`src/rtl/fetch_unit.sv`:
```
// Instruction-fetch controller: drives PC increments, reads a synchronous imem and queues {inst, pc} for decode.
// Defining FETCH_STATS_EN adds fetch_cnt/flush_cnt event counters; the default build omits them.
module fetch_unit #(
  parameter int DW    = 16,
  parameter int AW    = 16,
  parameter int DEPTH = 2,
  parameter int STEP  = 2
) (
  input  logic          clk,
  input  logic          rst,
  input  logic [AW-1:0] pc,
  output logic          w_enable,
  output logic [AW-1:0] inc,
  output logic          imem_rd,
  output logic [AW-1:0] imem_addr,
  input  logic [DW-1:0] imem_data,
  input  logic          br_taken,
  input  logic [AW-1:0] br_offset,
  output logic [DW-1:0] inst,
  output logic [AW-1:0] inst_pc,
  output logic          inst_valid,
  input  logic          inst_ready,
`ifdef FETCH_STATS_EN
  output logic [15:0]   fetch_cnt,
  output logic [15:0]   flush_cnt,
`endif
  output logic [1:0]    dbg_state
);

  localparam int PW = $clog2(DEPTH);
  localparam int CW = PW + 1;

  localparam logic [1:0] S_RESET = 2'd0;
  localparam logic [1:0] S_RUN   = 2'd1;
  localparam logic [1:0] S_REDIR = 2'd2;

  // Decode handshake: an entry moves when inst_valid && inst_ready at a rising
  // edge; inst/inst_pc hold while inst_valid && !inst_ready.

  logic [1:0]    state_q, state_d;
  logic [PW-1:0] wptr_q, wptr_d;
  logic [PW-1:0] rptr_q, rptr_d;
  logic [CW-1:0] count_q, count_d;
  logic          inflight_q, inflight_d;
  logic [AW-1:0] tag_q, tag_d;
  logic [DW-1:0] data_mem_q [DEPTH];
  logic [AW-1:0] pc_mem_q   [DEPTH];

  logic pop;
  logic push;
  logic flush;
  logic space;

  assign imem_addr  = pc;
  assign inst_valid = (count_q != '0);
  assign inst       = inst_valid ? data_mem_q[rptr_q] : '0;
  assign inst_pc    = inst_valid ? pc_mem_q[rptr_q] : '0;
  assign pop        = inst_valid & inst_ready;
  assign push       = inflight_q & ~flush;
  // Pop never exceeds count, so this cannot underflow; CW bits hold DEPTH+1.
  assign space      = (count_q + CW'(inflight_q) - CW'(pop)) < CW'(DEPTH);
  assign dbg_state  = state_q;

  always_comb begin
    state_d  = state_q;
    w_enable = 1'b0;
    inc      = '0;
    imem_rd  = 1'b0;
    flush    = 1'b0;
    case (state_q)
      S_RUN: begin
        if (br_taken) begin
          w_enable = 1'b1;
          inc      = br_offset;
          flush    = 1'b1;
          state_d  = S_REDIR;
        end else if (space) begin
          w_enable = 1'b1;
          inc      = AW'(STEP);
          imem_rd  = 1'b1;
        end
      end
      S_REDIR: begin
        state_d = S_RUN;
        if (br_taken) begin
          w_enable = 1'b1;
          inc      = br_offset;
          flush    = 1'b1;
          state_d  = S_REDIR;
        end
      end
      default: state_d = S_RUN;
    endcase
  end

  always_comb begin
    wptr_d     = wptr_q;
    rptr_d     = rptr_q;
    count_d    = count_q;
    inflight_d = imem_rd;
    tag_d      = imem_rd ? pc : tag_q;
    if (flush) begin
      // A redirect discards queued entries, the arriving response and any pop.
      wptr_d  = '0;
      rptr_d  = '0;
      count_d = '0;
    end else begin
      if (push) wptr_d = wptr_q + PW'(1);
      if (pop)  rptr_d = rptr_q + PW'(1);
      count_d = count_q + CW'(push) - CW'(pop);
    end
  end

  always_ff @(posedge clk) begin
    if (rst) begin
      state_q    <= S_RESET;
      wptr_q     <= '0;
      rptr_q     <= '0;
      count_q    <= '0;
      inflight_q <= 1'b0;
      tag_q      <= '0;
    end else begin
      state_q    <= state_d;
      wptr_q     <= wptr_d;
      rptr_q     <= rptr_d;
      count_q    <= count_d;
      inflight_q <= inflight_d;
      tag_q      <= tag_d;
    end
  end

  always_ff @(posedge clk) begin
    if (!rst && push) begin
      data_mem_q[wptr_q] <= imem_data;
      pc_mem_q[wptr_q]   <= tag_q;
    end
  end

  always_ff @(posedge clk) begin
    if (!rst) begin
      assert (!(pop && count_q == '0))
        else $error("fetch_unit: pop from empty queue");
      assert (!(push && !pop && count_q == CW'(DEPTH)))
        else $error("fetch_unit: push to full queue");
    end
  end

`ifdef FETCH_STATS_EN
  logic [15:0] fetch_cnt_q;
  logic [15:0] flush_cnt_q;

  always_ff @(posedge clk) begin
    if (rst) begin
      fetch_cnt_q <= '0;
      flush_cnt_q <= '0;
    end else begin
      if (imem_rd) fetch_cnt_q <= fetch_cnt_q + 16'd1;
      if (flush)   flush_cnt_q <= flush_cnt_q + 16'd1;
    end
  end

  assign fetch_cnt = fetch_cnt_q;
  assign flush_cnt = flush_cnt_q;
`endif

endmodule

```
`config.mk`:
```
export PLATFORM = sky130hd
export DESIGN_NAME = fetch_unit
export DESIGN_NICKNAME = d
export VERILOG_FILES = /design/src/rtl/fetch_unit.sv
export SDC_FILE = /design/constraint.sdc
export NUM_CORES = 1
export LEC_CHECK = 0
export BUFFER_PORTS_ARGS = -buffer_cell sky130_fd_sc_hd__buf_4
export CORE_ASPECT_RATIO = 0.75
export CORE_UTILIZATION = 25
export DETAILED_ROUTE_END_ITERATION = 12
export PLACE_DENSITY = 0.48
export RECOVER_POWER = 100
export SLEW_MARGIN = 25
export SYNTH_ARGS = -nofsm -noshare
export SYNTH_HDL_FRONTEND = slang
export SYNTH_SLANG_ARGS = --single-unit
```
`constraint.sdc`:
```
create_clock -name clk -period 7.03 [get_ports clk]
set_clock_uncertainty 0.05 [all_clocks]
set_input_delay 1.406 -clock clk [delete_from_list [all_inputs] [get_ports clk]]
set_output_delay 1.406 -clock clk [all_outputs]
set_load 0.1 [all_outputs]
```
==> flow_metrics.tcl <==
set metrics [dict create \
    outcome "complete, but fails checks" \
    violations "capacitance limit, slew limit" \
    wirelength_um 8028 \
    synth_top_area_share_pct 50.41 \
    fin_crit_sh_pct 67.80 \
    clock_sink_count 88 \
    ir_worst_vdd_uv 110.1 \
    path_class "reg2out" \
    grt_antenna_before_repair 0 \
    worst_pin_slew_ns 2.370 \
    yosysWarnings 0 \
    cts_setup_buffers 0 \
    stdcell_count 603 \
    relSlewSlack_pct -58.61 \
    clock_latency_ns 0.33 \
    vias 2433 \
    diodes 0 \
    core-area_um2 14690 \
    overflow 0 \
    required_ns 5.57 \
    min_path_cells 0 \
    r2r_end "pc_mem_q[0][2]" \
    tritoncts "built" \
    grt_pass1_wl_um 12150 \
    ys.flop_type "edfxtp_1" \
    start_util_pct 25.95 \
    finalCriticalPeriod_ns 4.767 \
    cp-start-kind "flip-flop" \
    drive_gt1_share_pct 16.13 \
    boundaryPins 121 \
    rsz0062_at_grt "no" \
    die_w_um 144.6 \
    worst_setup_path_end_kind "output pin" \
    clockRootBuffer "clkbuf_16" \
    finalHoldViolations 0 \
    clk_pin_slew_worst_paths_ns 0.06 \
    netlist-cell-type-count 28 \
    rr_startpoint "dbg_state[0]" \
    final.setup.tns_ns 0 \
    hp-class "reg2reg" \
    hold_end "pc_mem_q[1][2]" \
    syn_inst 295 \
    h-tree-depth 3 \
    rrSetupSlack_ns 3.38 \
    clock_path_buffers 2 \
    syn-num-nets 350 \
    dr.pass1.iters 4 \
    syn_area_um2 3812 \
    cts_resized 0 \
    grt_pass1_vias 2385 \
    io_buffers 120 \
    wl_per_cell_um 13.31 \
    fin_total_pwr_mw 1.375 \
    fmax_mhz 209.8 \
    min_from "tag_q[2]" \
    worstPathArrival_ns 3.31 \
    ys_seq_area_share_pct 63.01 \
    slew_viol_final 86 \
    syn_area_per_cell_um2 12.92 \
    die-area_um2 15750 \
    async_flop_share_pct 0 \
    place_inst 587 \
    p_leak_nw 1.634 \
    grt_max_degree 41 \
    gp_congestion 0.6702 \
    rr_worst_depth 7 \
    viasPerCell 4.035 \
    synth_edf_count 64 \
    final_util_pct 32.82 \
    hold_buffers 0 \
    powerDensity_nw_per_um2 285.2 \
    yosysTopAreaCell "edfxtp_1" \
    area_growth_pct 26.48 \
    drc 0 \
    cap_violations 4 \
    cts_buffers 9 \
    hpwl_um 5246 \
    setup_viol 0 \
    nets 453 \
    crit_fanout 33 \
    rows 38 \
    synth_seq_cells 88 \
    first_iter_violations 65 \
    die_h_um 108.9 \
    netlist_top_cells_area "edfxtp_1, mux2i_1, dfxtp_1" \
    antenna_left 0 \
    grt_usage_pct 10.66 \
]
[sequential cells by signal, summed over array words and instances (netlist names), named ones only]
| register | flops |
|---|---|
| tag_q | 16 |
| data_mem_q | 32 |
| rptr_q | 1 |
| wptr_q | 1 |
| count_q | 2 |
| inflight_q | 1 |
| pc_mem_q | 32 |
| dbg_state | 2 |
[power by group]
group	internal, mW	total, mW	switching (mW)
registers	0.569	0.581	0.0124
logic	0.0540	0.295	0.241
clock network	0.321	0.499	0.179
[cell usage in the layout, fill, tap and decap left out, types with 9 or more instances in the layout]
cell type,Yosys,layout
clkbuf_4,0,12
dfxtp_1,24,23
clkbuf_1,9,77
nand2b_1,34,34
mux2i_1,50,50
buf_4,16,35
clkbuf_16,0,9
nor2_1,40,40
edfxtp_1,64,64
and2_1,16,16
[Yosys cell counts (2+ instances only)]
library cell and instances:
buf_2 3, o211ai_1 2, nor3_1 4, ha_1 3, edfxtp_1 64, xor2_1 2
dfxtp_1 24, inv_1 6, nand2_1 5, nor2_1 40, clkbuf_1 9, nand2b_1 34
a21oi_1 5, and2_1 16, buf_4 16, mux2i_1 50
[critical path: stages (launching register included)]
cell and delay [ns]:
dfxtp_1 0.36, nor2_1 1.75, nor2_1 0.25, clkbuf_1 0.61
[worst max-delay path by stage]
stage / slack [ns] / start / endpoint
finish: 2.26 / count_q[0] / inst_pc[8]
floorplan: 2.26 / inst_ready / w_enable
global placement: 2.99 / br_taken / inc[8]
CTS: 2.84 / br_taken / inc[9]
global route: 1.88 / count_q[0] / inst_pc[9]
detailed placement: 2.85 / br_taken / inc[9]
[metrics by stage]
stage | cell area, um^2 | setup slack, ns | hold WS, ns
global route | 4822 | 1.881 | 0.4083
CTS | 5136 | 2.843 | 0.4053
floorplan | 3812 | 2.256 | 0.3766
global placement | 4791 | 2.989 | 0.3830
finish | 4822 | 2.263 | 0.4051
detailed placement | 4821 | 2.846 | 0.3923
[cell families (layout without fill, tap and decap cells)]
group                      after synthesis  count (layout)  share of synthesized area (%)
buffers and inverters                   36             144                          5.776
muxes                                   51              51                          13.52
adders and majority gates                3               3                         0.9847
xor gates and xnor gates                 3               3                         0.6893
and+or+nand+nor                        106             106                          14.83
DFF                                     88              88                          63.01
AOI/OAI and AO/OA                        8               8                          1.181
[per-layer routing]
metal	up-vias	share of wire, %	GRT usage, %
met5	-	0	0
met4	0	0.90	3.383
li1	1199	-	-
met2	101	42	16.35
met3	8	7.3	4.304
met1	1125	49	13.64
[area by class of cell]
type                            count  area (um^2)
Inverter                            7        31.28
Timing Repair Buffer              121        630.6
Sequential cell                    88         2406
Clock buffer                       13        250.2
Fill cell                        1537         9869
Clock inverter                      3        65.06
Multi-Input combinational cell    171         1189
Tap cell                          200        250.2
Note: power is estimated with default switching activity, not from simulation.
